`config.mk`:
```
export PLATFORM = sky130hd
export DESIGN_NAME = sram_axi_bridge
export DESIGN_NICKNAME = d
export VERILOG_FILES = /design/src/rtl/sram_axi_bridge.sv
export SDC_FILE = /design/constraint.sdc
export NUM_CORES = 1
export LEC_CHECK = 0
export CAP_MARGIN = 15
export CORE_AREA = 5 5 161 163
export DETAILED_ROUTE_END_ITERATION = 7
export DIE_AREA = 0 0 166 168
export MAX_ROUTING_LAYER = met4
export SYNTH_ARGS = -nofsm -noshare
export SYNTH_HDL_FRONTEND = slang
export SYNTH_SLANG_ARGS = --single-unit
```
`constraint.sdc`:
```
create_clock -name clk -period 12.6 [get_ports clk]
set_input_delay 1.89 -clock clk [delete_from_list [all_inputs] [get_ports clk]]
set_output_delay 1.89 -clock clk [all_outputs]
set_load 0.02 [all_outputs]
```
`src/rtl/sram_axi_bridge.sv`:
```
// Bridges the cache's instruction and data SRAM-like ports onto one AXI3 master.
// One single-beat transaction in flight; the data port wins arbitration.
module sram_axi_bridge #(
  parameter logic [3:0] INST_ID = 4'd0,
  parameter logic [3:0] DATA_ID = 4'd1
) (
  input  logic        clk,
  input  logic        rst,
  input  logic        inst_req,
  input  logic        inst_wr,
  input  logic [1:0]  inst_size,
  input  logic [31:0] inst_addr,
  input  logic [31:0] inst_wdata,
  output logic [31:0] inst_rdata,
  output logic        inst_addr_ok,
  output logic        inst_data_ok,
  input  logic        data_req,
  input  logic        data_wr,
  input  logic [1:0]  data_size,
  input  logic [31:0] data_addr,
  input  logic [31:0] data_wdata,
  output logic [31:0] data_rdata,
  output logic        data_addr_ok,
  output logic        data_data_ok,
  output logic [3:0]  arid,
  output logic [31:0] araddr,
  output logic [7:0]  arlen,
  output logic [2:0]  arsize,
  output logic [1:0]  arburst,
  output logic [1:0]  arlock,
  output logic [3:0]  arcache,
  output logic [2:0]  arprot,
  output logic        arvalid,
  input  logic        arready,
  input  logic [3:0]  rid,
  input  logic [31:0] rdata,
  input  logic [1:0]  rresp,
  input  logic        rlast,
  input  logic        rvalid,
  output logic        rready,
  output logic [3:0]  awid,
  output logic [31:0] awaddr,
  output logic [7:0]  awlen,
  output logic [2:0]  awsize,
  output logic [1:0]  awburst,
  output logic [1:0]  awlock,
  output logic [3:0]  awcache,
  output logic [2:0]  awprot,
  output logic        awvalid,
  input  logic        awready,
  output logic [3:0]  wid,
  output logic [31:0] wdata,
  output logic [3:0]  wstrb,
  output logic        wlast,
  output logic        wvalid,
  input  logic        wready,
  input  logic [3:0]  bid,
  input  logic [1:0]  bresp,
  input  logic        bvalid,
  output logic        bready
);

  localparam logic [2:0] S_IDLE    = 3'd0;
  localparam logic [2:0] S_RD_ADDR = 3'd1;
  localparam logic [2:0] S_RD_DATA = 3'd2;
  localparam logic [2:0] S_WR_REQ  = 3'd3;
  localparam logic [2:0] S_WR_RESP = 3'd4;

  logic [2:0]  state_q, state_d;
  logic [31:0] addr_q, addr_d, wdata_q, wdata_d;
  logic [1:0]  size_q, size_d;
  logic        src_data_q, src_data_d;
  logic        aw_done_q, aw_done_d, w_done_q, w_done_d;
  logic [31:0] inst_rdata_q, inst_rdata_d, data_rdata_q, data_rdata_d;
  logic        inst_dok_q, inst_dok_d, data_dok_q, data_dok_d;
  logic        grant_data, grant_inst;
  logic        unused_inputs;

  function automatic logic [3:0] wr_strobe(input logic [1:0] size, input logic [1:0] a);
    case (size)
      2'd0:    return 4'b0001 << a;
      2'd1:    return 4'b0011 << {a[1], 1'b0};
      2'd2:    return 4'b1111;
      default: return 4'b0000;
    endcase
  endfunction

  assign grant_data = (state_q == S_IDLE) && data_req;
  assign grant_inst = (state_q == S_IDLE) && !data_req && inst_req;

  always_comb begin
    state_d      = state_q;
    addr_d       = addr_q;
    size_d       = size_q;
    wdata_d      = wdata_q;
    src_data_d   = src_data_q;
    aw_done_d    = aw_done_q;
    w_done_d     = w_done_q;
    inst_rdata_d = inst_rdata_q;
    data_rdata_d = data_rdata_q;
    inst_dok_d   = 1'b0;
    data_dok_d   = 1'b0;
    case (state_q)
      S_IDLE: begin
        if (grant_data) begin
          addr_d     = data_addr;
          size_d     = data_size;
          wdata_d    = data_wdata;
          src_data_d = 1'b1;
          aw_done_d  = 1'b0;
          w_done_d   = 1'b0;
          state_d    = data_wr ? S_WR_REQ : S_RD_ADDR;
        end else if (grant_inst) begin
          addr_d     = inst_addr;
          size_d     = inst_size;
          src_data_d = 1'b0;
          state_d    = S_RD_ADDR;
        end
      end
      S_RD_ADDR: if (arready) state_d = S_RD_DATA;
      S_RD_DATA: begin
        if (rvalid) begin
          if (src_data_q) begin
            data_rdata_d = rdata;
            data_dok_d   = 1'b1;
          end else begin
            inst_rdata_d = rdata;
            inst_dok_d   = 1'b1;
          end
          state_d = S_IDLE;
        end
      end
      S_WR_REQ: begin
        // AW and W complete independently; leave once both are done, even in the same cycle.
        aw_done_d = aw_done_q | awready;
        w_done_d  = w_done_q | wready;
        if (aw_done_d && w_done_d) state_d = S_WR_RESP;
      end
      S_WR_RESP: begin
        if (bvalid) begin
          data_dok_d = 1'b1;
          state_d    = S_IDLE;
        end
      end
      default: state_d = S_IDLE;
    endcase
  end

  always_ff @(posedge clk) begin
    if (rst) begin
      state_q      <= S_IDLE;
      aw_done_q    <= 1'b0;
      w_done_q     <= 1'b0;
      inst_dok_q   <= 1'b0;
      data_dok_q   <= 1'b0;
      inst_rdata_q <= '0;
      data_rdata_q <= '0;
    end else begin
      state_q      <= state_d;
      aw_done_q    <= aw_done_d;
      w_done_q     <= w_done_d;
      inst_dok_q   <= inst_dok_d;
      data_dok_q   <= data_dok_d;
      inst_rdata_q <= inst_rdata_d;
      data_rdata_q <= data_rdata_d;
    end
  end

  always_ff @(posedge clk) begin
    addr_q     <= addr_d;
    size_q     <= size_d;
    wdata_q    <= wdata_d;
    src_data_q <= src_data_d;
  end

  assign inst_addr_ok = grant_inst && !rst;
  assign data_addr_ok = grant_data && !rst;
  assign inst_data_ok = inst_dok_q;
  assign data_data_ok = data_dok_q;
  assign inst_rdata   = inst_rdata_q;
  assign data_rdata   = data_rdata_q;

  assign arid    = src_data_q ? DATA_ID : INST_ID;
  assign araddr  = addr_q;
  assign arlen   = 8'd0;
  assign arsize  = {1'b0, size_q};
  assign arburst = 2'b01;
  assign arlock  = 2'b00;
  assign arcache = 4'b0000;
  assign arprot  = 3'b000;
  assign arvalid = (state_q == S_RD_ADDR);
  assign rready  = (state_q == S_RD_DATA);

  assign awid    = DATA_ID;
  assign awaddr  = addr_q;
  assign awlen   = 8'd0;
  assign awsize  = {1'b0, size_q};
  assign awburst = 2'b01;
  assign awlock  = 2'b00;
  assign awcache = 4'b0000;
  assign awprot  = 3'b000;
  assign awvalid = (state_q == S_WR_REQ) && !aw_done_q;
  assign wid     = DATA_ID;
  assign wdata   = wdata_q;
  assign wstrb   = wr_strobe(size_q, addr_q[1:0]);
  assign wlast   = 1'b1;
  assign wvalid  = (state_q == S_WR_REQ) && !w_done_q;
  assign bready  = (state_q == S_WR_RESP);

  assign unused_inputs = ^{inst_wr, inst_wdata, rid, rresp, rlast, bid, bresp};

endmodule
```
==> results.txt, run 1 <==
- Arr. time, crit path: 3950 ps
- Compared with the post-synthesis result, the final layout area differs by 58.4%.
- The number of global-route vias before repair came to around 4,800.
- In this run the count of I/O pins placed on the die edge is ~420.
- Hold Buf Count CTS: 0
* Number of CTS-inserted buffers: 17
- Peak supply drop: 0.0693 mV
- Commonest cells in the netlist: 105 x sky130_fd_sc_hd__nand2_1, 98 x sky130_fd_sc_hd__nand2b_1, 89 x sky130_fd_sc_hd__buf_4, 71 x sky130_fd_sc_hd__dfxtp_1, 67 x sky130_fd_sc_hd__edfxtp_1
- The final layout contains routed wiring with a total length of 19.2 mm.
- After floorplanning, the core was divided into 57 placement rows.
- The HPWL after detailed placement is about 14 mm.
- After synthesis, the netlist uses 35 different library cells.
- After synthesis the cells add up to 0.00620 mm2.
- The worst register-to-register path has a setup slack of between 9000 and 10,000 ps.
- Critical Path, Cell by Cell: clkdlybuf4s50_1 > or4b_4 > nor2_1 > clkdlybuf4s50_1
- Result of the run: completed
- Via count: 4,731
- Synth area leaders: sky130_fd_sc_hd__edfxtp_1 32%, sky130_fd_sc_hd__dfxtp_1 23%, sky130_fd_sc_hd__buf_4 11%, sky130_fd_sc_hd__mux2i_1 11%, sky130_fd_sc_hd__nand2b_1 9.9%
- Including well taps, the total number of placed cells is approximately 1,200.
- Summing all placed instances gives a cell area of 0.00923 mm2.
* Routed length per placed instance: 16.2 um
* Number of maximum-capacitance constraint violations: 0
* Number of standard cells in the layout, taps in and fillers out: roughly 1,200
- The most used flip-flop cell after synthesis is sky130_fd_sc_hd__dfxtp_1.
- From left edge to right edge, the die measures 166 um.
* Final critical-path required period: 5840 ps
- The H-tree was split into 4 levels.
* Cell at the slowest stage of the critical path: sky130_fd_sc_hd__or4b_4
* Sequential fraction of the synthesis area: 0.554
- Post-CTS repair changed the size of 0 cells.
* Setup repair after global routing missed its margin: false
* First-pass iteration count of the detailed router: 4
- Counting buffers and inverters, the worst setup path is 4 cells deep.
* Ratio of cells with drive above 1 in the final layout: 0.0463
* Maximum clock insertion buffer count: 2
* Max Transition Viols Final: 0
- In the finished design, the share of the clock period the worst path needs comes to 0.463.
* Number of remaining DRC errors: 0
- The clock arrives with ~13 ps of skew.
- The detail route stage leaves a number of antenna-violating nets equal to 0.
* Headroom to the max-slew limit: 0.397
- Core area: around 0.024 mm2
- Number of warnings issued by yosys: 0
- Final weighted congestion in routability-driven placement: 0.771
- Static timing analysis puts the maximum clock frequency at 171 MHz.
- Critical path buffers and inverters: 2
- After technology mapping, the gate count stands at approximately 570.
- Die Area: 0.0279 mm2
- Transition at the pin with the smallest max-transition slack: about 900 ps
- In the post-synthesis netlist, the cell with the most instances is sky130_fd_sc_hd__nand2_1.
- Latest clock arrival within the worst-skew pair: 420 ps
- After the first detailed-routing iteration, the DRC count stood at roughly 150.
* Register bit count reported by yosys: between 100 and 150
- Final std cell area, no fill: 0.00982 mm2
- Clock-pin slew was measured on the worst setup and hold paths at 60 ps.
- Counting flops with a built-in enable in the synthesized netlist gives 67.
- For the worst setup path, the data required time is roughly 11,000 ps.
* CTS tree: yes
- Number of antenna violations at the first check in global routing: 0
* Last element of the critical path: data_addr_ok
* Crit path capture type: output port
- For this run, the total global-route usage over all layers was measured as 0.136.
* Crit Path Max Fanout: 39
- Entering global routing, the biggest net connects a little under 60 pins.
- Min-Delay Path Depth: 2
* Average cell area after synthesis: 10.8 um2
- Setup TNS: 0 ps
- The hold violation count in the final report came to 0.
- Global-route wire length before repair: around 29 mm
- In this run the power density over the cells is 140 mW/mm2.
- The kind of cell with the highest combined delay along the critical path is buffers and inverters.
* Cell type with the largest total area after synthesis: sky130_fd_sc_hd__edfxtp_1
* Height of the die: ~170 um
- STA classifies the critical path startpoint as an input port.
- Clock sink total: 138
- The worst hold path belongs to the class flop to flop.
- Of the post-synthesis cell area, the dominant cell type holds 0.325.
- Initial core utilization: 0.256
- Delay of the slowest cell on the worst path: roughly 700 ps
- Root cell of the clock tree: sky130_fd_sc_hd__clkbuf_16
- Async SR Flop Fraction: 0
- The net count of the finished layout is 1,039.
- Summed over all layers, the global routing overflow is 0.
- Once the clock tree was built, the setup fixing pass inserted 0 buffers.
- The endpoint identified for the worst register-to-register timing path is state_q[1].
- Number of vias per cell after detailed routing: 3.98
- Summed over all cells, the static leakage comes to about 0.004 uW.
- In this run the critical register-to-register path is launched from state_q[0].
* Critical path startpoint: data_req
* Cell repeated most along the worst path: sky130_fd_sc_hd__clkdlybuf4s50_1
* Setup violations, final: 0
* Classification of the worst setup path: input port to output port
- Buffers placed on the I/O ports in this run total 319.
- Logic depth of the worst register-to-register path: 5
- Overall power of the completed layout: ~1400 uW
-- registers in the layout (all words and copies together) (netlist names) --
signal,cells
aw_done_q,1
size_q,2
wdata,32
state_q,3
data_data_ok,1
data_rdata,32
src_data_q,1
inst_data_ok,1
araddr,32
w_done_q,1
inst_rdata,32
-- metrics by stage --
step	hold WS [ps]	worst slack (ps)	utilization
after floorplan	501	6820	-
after global placement	459	6740	0.382
after detailed placement	462	6730	0.382
after CTS	477	6730	0.406
after global routing	494	6670	0.406
final	471	6760	0.406
-- layer usage --
layer	global-route usage	vias up	wire (um)
met2	0.230	212	9560
met4	0.0319	0	143
met5	-	-	0
li1	-	2315	-
met3	0.0638	8	1850
met1	0.146	2196	7670
-- worst min-delay path by stage --
stage / slack (ps) / endpoint / from
finish: 470 / data_rdata[29] / data_rdata[29]
global route: 490 / data_rdata[0] / data_rdata[0]
floorplan: 500 / aw_done_q / aw_done_q
detailed placement: 460 / inst_rdata[21] / inst_rdata[21]
CTS: 480 / data_rdata[29] / data_rdata[29]
global placement: 460 / inst_rdata[27] / inst_rdata[27]
-- layout by cell type, fill, tap and decap left out, types with 2 or more instances in the layout --
master	synthesis	routed
sky130_fd_sc_hd__mux2i_1	66	66
sky130_fd_sc_hd__nor2b_1	2	2
sky130_fd_sc_hd__inv_4	0	2
sky130_fd_sc_hd__clkbuf_16	0	18
sky130_fd_sc_hd__buf_4	89	5
sky130_fd_sc_hd__a22oi_1	2	2
sky130_fd_sc_hd__a211oi_1	2	2
sky130_fd_sc_hd__nand2_1	105	105
sky130_fd_sc_hd__edfxtp_1	67	67
sky130_fd_sc_hd__clkinv_4	0	3
sky130_fd_sc_hd__conb_1	2	52
sky130_fd_sc_hd__inv_1	5	5
sky130_fd_sc_hd__clkdlybuf4s50_1	0	318
sky130_fd_sc_hd__inv_6	0	5
sky130_fd_sc_hd__nor2_1	10	10
sky130_fd_sc_hd__o21ai_0	3	3
sky130_fd_sc_hd__and4_1	2	2
sky130_fd_sc_hd__nand2b_1	98	98
sky130_fd_sc_hd__dfxtp_1	71	71
sky130_fd_sc_hd__nor3_1	2	2
sky130_fd_sc_hd__a21oi_1	5	5
-- logic make-up (layout without fill, tap and decap cells) --
| kind of cell | Yosys count | count (layout) | share of synthesized area |
|---|---|---|---|
| simple gates | 229 | 229 | 0.188 |
| compound gates | 17 | 17 | 0.0180 |
| other cells | 2 | 53 | 0.00121 |
| mux | 66 | 66 | 0.107 |
| flops | 138 | 138 | 0.554 |
| buf+inv | 122 | 362 | 0.132 |
-- layout make-up --
class / count / area [um2]
inverters: 6 / 22.5
multi-input cells: 364 / 2140
clock buffers: 20 / 468
repair buffers: 324 / 3230
diodes: 1 / 2.50
clock inverters: 12 / 124
well taps: 324 / 405
flip-flops and latches: 138 / 3430
fillers: 2347 / 14400
-- power by group --
| part | switching, uW | internal (uW) |
|---|---|---|
| sequential | 24.6 | 518 |
| clock | 213 | 295 |
| combinational | 170 | 157 |
| total | 408 | 970 |
-- worst min-delay path: stages, from the launching register on --
cell                       delay [ps]
sky130_fd_sc_hd__dfxtp_1          310
sky130_fd_sc_hd__nand2b_1          60
sky130_fd_sc_hd__mux2i_1           60
(Power assumes the default switching activity.)
==> inputs of run 2 (changes only) <==
==> constraint.sdc (replaced) <==
create_clock -name clk -period 5.5 [get_ports clk]
set_input_delay 0.825 -clock clk [delete_from_list [all_inputs] [get_ports clk]]
set_output_delay 0.825 -clock clk [all_outputs]
set_load 0.02 [all_outputs]
==> run 2 against run 1 <==
  * First-iteration DRC count shrank 21%
  * Non-clock buffer count grew 1
  * Power up 130%
  * Critical path depth is the same
  * Highest routed layer unchanged
==> results.txt, run 2 (synthesis gave the netlist of run 1 again) <==
* Final weighted congestion in routability-driven placement: between 0.7 and 0.8
* Setup violations, final: 0
* Setup repair after global routing missed its margin: false
- After floorplanning, the core was sized to cover 0.0242 mm2.
- No sink is reached through more buffers than the 2 on the longest clock path.
- Via count: between 4,000 and 5,000
* Clock-pin slew on the worst setup and hold paths: ~70 ps
- Initial core utilization: 0.256
* Detailed placer's ending HPWL: 14.0 mm
* Crit path launch type: input port
- Violation count after the first detailed-routing iteration: 122
- Summed over all layers, the global routing overflow is 0.
- The repair_antennas step left the layout with diodes totalling 0.
- Wire segments on met3 add up to 1.84 mm in the final route.
* Die Area: 0.0279 mm2
* Largest net degree at the start of global routing: between 50 and 60
* Final nets: 1,040
- The tree built by TritonCTS fans out to 138 sinks.
* Root cell of the clock tree: sky130_fd_sc_hd__clkbuf_16
- Result of the run: completed
- Row generation in the floorplan step produced 57 rows.
- Final ANT Viol Nets: 0
- The first global-routing pass estimated around 28 mm of wire.
- The number of placed instances, taps included, is 1,157.
- The worst setup path is captured at an output port.
- Worst-case clock skew: 15.5 ps
- Final worst path period share: 0.670
* Routed wire length: about 19 mm
- Met2 routed wirelength: 9.38 mm
* Ratio of cells with drive above 1 in the final layout: 0.0474
- Leaving out fill and tap cells, the most frequent cells in the layout are 318 x sky130_fd_sc_hd__clkdlybuf4s50_1, 105 x sky130_fd_sc_hd__nand2_1, 98 x sky130_fd_sc_hd__nand2b_1, 71 x sky130_fd_sc_hd__dfxtp_1, 67 x sky130_fd_sc_hd__edfxtp_1.
* Final critical-path required period: 3680 ps
- The library cell used most frequently in the layout, excluding fill and tap cells, is sky130_fd_sc_hd__clkdlybuf4s50_1.
- Critical Path, Cell by Cell: clkdlybuf4s50_1 > or4b_4 > nor2_1 > clkdlybuf4s50_1
- Height of the die: 168 um
- Transition at the pin with the smallest max-transition slack: 982 ps
* Final hold viol count: 0
- CTS tree: yes
- Across the VDD grid, the largest voltage drop is 0.160 mV.
* Number of input and output port buffers inserted: 319
- Routed length per placed instance: 16.0 um
- Setup slack closes at ~1800 ps.
- Worst min path class: flop to flop
* I/O pin count: between 400 and 500
- Vias in the first global route: 4,820
- Top sig layer: met4
* Fillers: 2,373
* Overall Global Routing Usage: 0.134
* Latest clock arrival within the worst-skew pair: roughly 420 ps
- Measured on the finished design, the core utilization comes to 0.406.
* Number of CTS-inserted buffers: 17
* Hold Buf Count CTS: 0
- For the worst setup path, the data arrival time is about 2900 ps.
* Power density of the placed cells: 321 mW/mm2
* Number of vias per cell after detailed routing: 3.95
* First-pass iteration count of the detailed router: 4
- Setup TNS: 0 ps
* Critical path data required time: between 4000 and 5000 ps
- Classification of the worst setup path: input port to output port
* Place WS: between 1500 and 2000 ps
- For this block, wires on met1 add up to 7.71 mm.
* Resize count post-CTS: 0
- Relative to the synthesized area, the layout overhead comes to 58.4%.
* Crit Path Max Fanout: 39
* Number of standard cells in the layout, taps in and fillers out: around 1,200
* Number of remaining DRC errors: 0
- Headroom to the max-slew limit: 0.345
- The slowest stage of the critical path belongs to the cell sky130_fd_sc_hd__or4b_4.
- The number of antenna violations at the first check in global routing came to 0.
* CTS HTree Levels: 4
- In this design, the critical path's most frequently occurring cell is sky130_fd_sc_hd__clkdlybuf4s50_1.
* Overall power of the completed layout: 3150 uW
- Number of maximum-capacitance constraint violations: 0
* Leakage component of the power: 0.00389 uW
* Fmax: 271 MHz
* Delay of the slowest cell on the worst path: around 700 ps
- Buffer count from post-CTS setup fixing: 0
- Max Transition Viols Final: 0
- In this run the horizontal extent of the chip is 166 um.
## run 2: power by group
part	total, uW	switching [uW]	leakage (uW)	internal (uW)
combinational	750	390	0.00238	360
sequential	1240	56.4	0.00122	1190
clock	1150	509	0.000283	646
total	3150	955	0.00389	2190
## run 2: metrics by stage
step | hold slack, ps | instance area, um2
after floorplan | 501 | 6390
final | 472 | 9820
after detailed placement | 462 | 9230
after CTS | 477 | 9820
after global placement | 458 | 9230
after global routing | 495 | 9820
## run 2: final cells by class
type / instances / area (um2) / area share
Tap cell: 324 / 405 / 0.0413
Multi-Input combinational cell: 364 / 2140 / 0.218
Clock inverter: 14 / 156 / 0.0159
Sequential cell: 138 / 3430 / 0.350
Inverter: 6 / 22.5 / 0.00229
Clock buffer: 18 / 429 / 0.0437
Timing Repair Buffer: 325 / 3230 / 0.329
## run 2: path summary, 6_finish.rpt
path | start | to | slack (ps) | cells past startpoint
min | inst_rdata[12] | inst_rdata[12] | 470 | 2
max reg2reg | state_q[0] | wdata[9] | 2740 | 3
min reg2reg | inst_rdata[12] | inst_rdata[12] | 470 | 2
max | data_req | data_addr_ok | 1820 | 4
## run 2: critical path, delay by kind of cell
| kind | cells | cell delay, ps |
|---|---|---|
| buf+inv | 2 | 1140 |
| simple gates | 2 | 890 |
## run 2: per-layer routing
metal | global-route usage | vias up
met2 | 0.226 | 218
li1 | - | 2311
met1 | 0.147 | 2160
met4 | 0.0287 | 0
met3 | 0.0617 | 8
met5 | - | -
